File: src/rtl/k12a_sevenseg_scanner.sv
// k12a two-digit seven-segment scan controller.
// Double-buffered display bytes commit to the active set on each frame wrap.
module k12a_sevenseg_scanner #(
    parameter int NUM_PAIRS = 2,
    parameter int PRESCALE  = 1000,
    parameter int DEADTIME  = 16,
    localparam int PW = (NUM_PAIRS > 1) ? $clog2(NUM_PAIRS) : 1
) (
    input  logic                 clock,
    input  logic                 reset_n,
    input  logic                 write_enable,
    input  logic [PW-1:0]        write_pair,
    input  logic [7:0]           write_data,
    input  logic                 display_enable,
    output logic [3:0]           digit0,
    output logic [3:0]           digit1,
    output logic [NUM_PAIRS-1:0] anode_select,
    output logic                 frame_start
);

    localparam int CW = (PRESCALE > 1) ? $clog2(PRESCALE) : 1;

    localparam logic [CW-1:0] SLOT_LAST = CW'(PRESCALE - 1);
    localparam logic [CW-1:0] DEAD      = CW'(DEADTIME);
    localparam logic [PW-1:0] PAIR_LAST = PW'(NUM_PAIRS - 1);
    localparam logic [PW:0]   PAIR_CNT  = (PW + 1)'(NUM_PAIRS);

    logic [CW-1:0]        slot_q, slot_d;
    logic [PW-1:0]        pair_q, pair_d;
    logic [7:0]           shadow_q [NUM_PAIRS];
    logic [7:0]           shadow_d [NUM_PAIRS];
    logic [7:0]           active_q [NUM_PAIRS];
    logic [7:0]           active_d [NUM_PAIRS];
    logic [3:0]           digit0_q, digit0_d;
    logic [3:0]           digit1_q, digit1_d;
    logic [NUM_PAIRS-1:0] anode_q, anode_d;
    logic                 frame_q, frame_d;

    logic wrap;
    logic commit;
    logic wr_ok;

    assign wrap   = display_enable && (slot_q == SLOT_LAST);
    assign commit = wrap && (pair_q == PAIR_LAST);
    assign wr_ok  = write_enable && ({1'b0, write_pair} < PAIR_CNT);

    always_comb begin
        slot_d   = slot_q;
        pair_d   = pair_q;
        shadow_d = shadow_q;
        active_d = active_q;
        frame_d  = 1'b0;
        anode_d  = '0;
        digit0_d = active_q[pair_q][3:0];
        digit1_d = active_q[pair_q][7:4];

        if (display_enable) begin
            slot_d = wrap ? '0 : slot_q + 1'b1;
            if (slot_q >= DEAD) begin
                anode_d[pair_q] = 1'b1;
            end
        end

        if (wrap) begin
            pair_d = (pair_q == PAIR_LAST) ? '0 : pair_q + 1'b1;
        end

        // Commit samples shadow_q, so a same-edge write lands next frame.
        if (commit) begin
            active_d = shadow_q;
            frame_d  = 1'b1;
        end

        if (wr_ok) begin
            shadow_d[write_pair] = write_data;
        end
    end

    always_ff @(posedge clock or negedge reset_n) begin
        if (!reset_n) begin
            slot_q   <= '0;
            pair_q   <= '0;
            digit0_q <= '0;
            digit1_q <= '0;
            anode_q  <= '0;
            frame_q  <= 1'b0;
            for (int i = 0; i < NUM_PAIRS; i++) begin
                shadow_q[i] <= '0;
                active_q[i] <= '0;
            end
        end else begin
            slot_q   <= slot_d;
            pair_q   <= pair_d;
            digit0_q <= digit0_d;
            digit1_q <= digit1_d;
            anode_q  <= anode_d;
            frame_q  <= frame_d;
            shadow_q <= shadow_d;
            active_q <= active_d;
        end
    end

    assign digit0       = digit0_q;
    assign digit1       = digit1_q;
    assign anode_select = anode_q;
    assign frame_start  = frame_q;

endmodule

File: config.mk
export PLATFORM = sky130hd
export DESIGN_NAME = k12a_sevenseg_scanner
export DESIGN_NICKNAME = d
export VERILOG_FILES = /design/src/rtl/k12a_sevenseg_scanner.sv
export SDC_FILE = /design/constraint.sdc
export NUM_CORES = 1
export LEC_CHECK = 0
export CAP_MARGIN = 10
export CORE_ASPECT_RATIO = 0.75
export CORE_MARGIN = 3
export CORE_UTILIZATION = 40
export CTS_CLUSTER_SIZE = 14
export DETAILED_ROUTE_END_ITERATION = 7
export GPL_ROUTABILITY_DRIVEN = 0
export SETUP_SLACK_MARGIN = 0.2
export SYNTH_ARGS = -nofsm -noshare
export SYNTH_HDL_FRONTEND = slang
export SYNTH_SLANG_ARGS = --single-unit
File: constraint.sdc
create_clock -name clock -period 2.4 [get_ports clock]
set_input_delay 0.48 -clock clock [delete_from_list [all_inputs] [get_ports clock]]
set_output_delay 0.48 -clock clock [all_outputs]
set_load 0.03 [all_outputs]
==> qor.tcl <==
set qor(power_frac_seq_pct) 57.2
set qor(drt_pass1_iterations) 5
set qor(switching_pwr_uw) 489
set qor(critical-path-max-stage-delay_ns) 0.53
set qor(floorplan.die_area_um2) 6600
set qor(synth.cell_area_um2) 2260
set qor(maxCapViolations) 0
set qor(critPathCaptureType) {register}
set qor(clock_insertion_delay_worst_skew_ns) 0.29
set qor(tritoncts_clock_tree) {yes}
set qor(cts_num_sinks) 54
set qor(cp.arrival_ns) 2.10
set qor(syn_nets) 170
set qor(synthDistinctLibCells) 36
set qor(leakage_uw) 0.00123
set qor(placement.io_buffers) 23
set qor(hold_violations) 0
set qor(synth.yosys.seq_area_share_pct) 59.8
set qor(first_global_vias) 1407
set qor(post-cts-setup-buffer-count) 0
set qor(setup_repair_after_global_routing_missed_its_margin) {no}
set qor(post-route-drc-count) 0
set qor(area_growth_syn_to_layout_pct) 19.9
set qor(final_max_slew_viol_count) 0
set qor(first_iteration_detailed_routing_drc_count) 101
set qor(yosysMostFrequentCell) {dfrtp_1}
set qor(crit_slowest_cell) {clkdlybuf4s50_1}
set qor(synth_top_area_cell) {dfrtp_1}
set qor(clock_power_share_pct) 31.2
set qor(achievable-frequency_mhz) 520
set qor(core.rowCount) 23
set qor(drt.antenna.violating_nets) 0
set qor(ys_top_cells_by_count) {dfrtp_1, mux2_2, mux2_4}
set qor(die_width_um) 92.8
set qor(post-route-period-util_pct) 80.1
set qor(initial_antenna_violation_count) 0
set qor(detailroute.via_count) 1327
set qor(synth_enable_flop_cells) 0
set qor(p_total_uw) 1930
set qor(critical_path_class) {input pin to register}
set qor(design.core.area_um2) 5410
set qor(maximum_number_of_pins_on_one_net_before_global_route_repair) 29
set qor(area_contributors_post_synth) {dfrtp_1, mux2_2, mux2_4, xnor2_1, a21oi_1}
set qor(htree_num_levels) 2
set qor(area_taken_by_flip_flops_and_latches_um2) 1350
set qor(synth_seq_cells) 54
set qor(grt_util_all_layers_pct) 13.6
set qor(wl_mm) 3.96
set qor(multi_input_comb_area_um2) 838
set qor(ioPinCount) 24
set qor(synthCells) 155
set qor(worst_setup_hold_path_clk_slew_ns) 0.09
set qor(power.density_cell_area_nw_per_um2) 714
set qor(synthDominantCellAreaShare_pct) 59.8
set qor(run_status) {completed}
set qor(ff2ff_path_depth) 6
set qor(fin_crit_ns) 1.92
set qor(synth-main-ff-cell) {dfrtp_1}
set qor(async_set_or_reset_register_ratio_after_synthesis_pct) 100
set qor(routed_length_per_placed_instance_um) 15.2
set qor(path_max_fanout) 17
set qor(tightestPinTransition_ns) 0.636
set qor(ys.warnings.count) 0
set qor(critPathRequiredTime_ns) 2.58
set qor(cts_root_buffer) {clkbuf_8}
set qor(hold_bufs_at_cts) 0
set qor(power.share.switching_pct) 25.3
set qor(drt-vias-per-instance) 5.10
set qor(cts_inserted_buffers) 5
set qor(drive_above_1_share_pct) 31.9
set qor(worstPathCellList) {clkdlybuf4s50_1 > nand4_4 > nor4_4 > and2_1 > buf_12 > mux2_2}
set qor(hold_path.class) {input pin to async pin}
set qor(fin_nets) 200
set qor(summed_negative_setup_slack_over_all_endpoints_ns) 0
set qor(detailed_place_hpwl_mm) 2.93
set qor(final-setup-viol-count) 0
set qor(post_synth.cell_area_avg_um2) 14.6
set qor(floorplan.initialDensity_pct) 41.8
set qor(first_pass_grt_wire_length_mm) 7.00
set qor(cts_repair_resize_count) 0
set qor(cts_max_path_buffers) 2
set qor(fp.dieH_um) 71.1
set qor(ir_drop_mv) 0.432
set qor(relSlewSlack_pct) 57.6
set qor(gr-total-overflow) 0
set qor(clock_skew_ns) 0.00620
set qor(p_comb_share_pct) 11.6
set qor(fillcell_total) 490
set qor(cellInternalPower_uw) 1440
set qor(insertedDiodeCount) 0
set qor(cp-start-kind) {input pin}
[final timing paths]
kind                                      from            to  slack (ns)
worst max-delay path            display_enable   active_q[3]        0.48
worst min-delay path                   reset_n   shadow_q[8]        0.20
worst max register to register       slot_q[0]   active_q[3]        0.54
worst min register to register    active_q[15]  active_q[15]        0.51
max in group asynchronous              reset_n     slot_q[4]        1.64
min in group clock                active_q[15]  active_q[15]        0.51
[layout make-up]
type	count	share of cell area, %
flip-flops and latches	54	49.9
multi-input cells	91	30.9
repair buffers	30	11.2
well taps	75	3.46
clock buffers	6	3.05
clock inverters	1	1.11
inverters	3	0.416
[kinds of logic after synthesis]
logic type,after synthesis,synth area share [%]
buf+inv,10,3.15
flops,54,59.8
simple gates,32,9.30
mux,40,21.4
fa+ha+maj,2,1.11
xor+xnor,4,1.55
compound gates,13,3.71
[cell usage in the layout (no fill, tap or decap), types with 2 or more instances in the layout]
cell type / instances
mux2_4: 9
clkbuf_8: 6
inv_1: 3
nor3_1: 4
buf_12: 2
mux2_2: 31
buf_4: 5
nand2_1: 6
a21oi_1: 5
nand4_1: 4
dfrtp_1: 54
nor2_1: 4
xnor2_1: 4
nor3b_1: 2
clkdlybuf4s50_1: 22
ha_1: 2
[worst max-delay path, delay by kind of cell]
| family | cells | cell delay, ns |
|---|---|---|
| buffers and inverters | 2 | 0.71 |
| AND/OR/NAND/NOR | 3 | 0.56 |
| multiplexers | 1 | 0.34 |
[layer usage]
metal / share of wire, % / track usage [%]
met1: 46 / 18.5
met2: 48 / 21.7
met4: 0.98 / 3.41
met5: 0 / 0
met3: 5.0 / 3.61
[per-stage QoR]
step | util (%) | setup WS [ns] | hold slack [ns] | instances | area, µm²
6_report | 50.1 | 0.477 | 0.196 | 260 | 2710
5_1_grt | 50.1 | 0.404 | 0.228 | 260 | 2710
4_1_cts | 50.1 | 0.473 | 0.208 | 260 | 2710
3_5_place_dp | 48.0 | 0.151 | 0.490 | 253 | 2600
3_3_place_gp | 48.0 | 0.181 | 0.482 | 253 | 2600
2_1_floorplan | - | 0.479 | 0.184 | 155 | 2260
[state kept, by name, summed over array words and instances, names as in the netlist]
register	flops
slot_q	10
anode_select	2
digit0	4
frame_start	1
pair_q	1
digit1	4
active_q	16
shadow_q	16
[power groups by stage]
stage / Sequential, µW / Combinational (µW) / Clock [µW]
after floorplan: 1080 / 177 / 0
after global placement: 1120 / 217 / 0
after detailed placement: 1120 / 228 / 0
after CTS: 1110 / 229 / 626
after global routing: 1130 / 253 / 670
final: 1110 / 225 / 603
(Power assumes the default switching activity.)
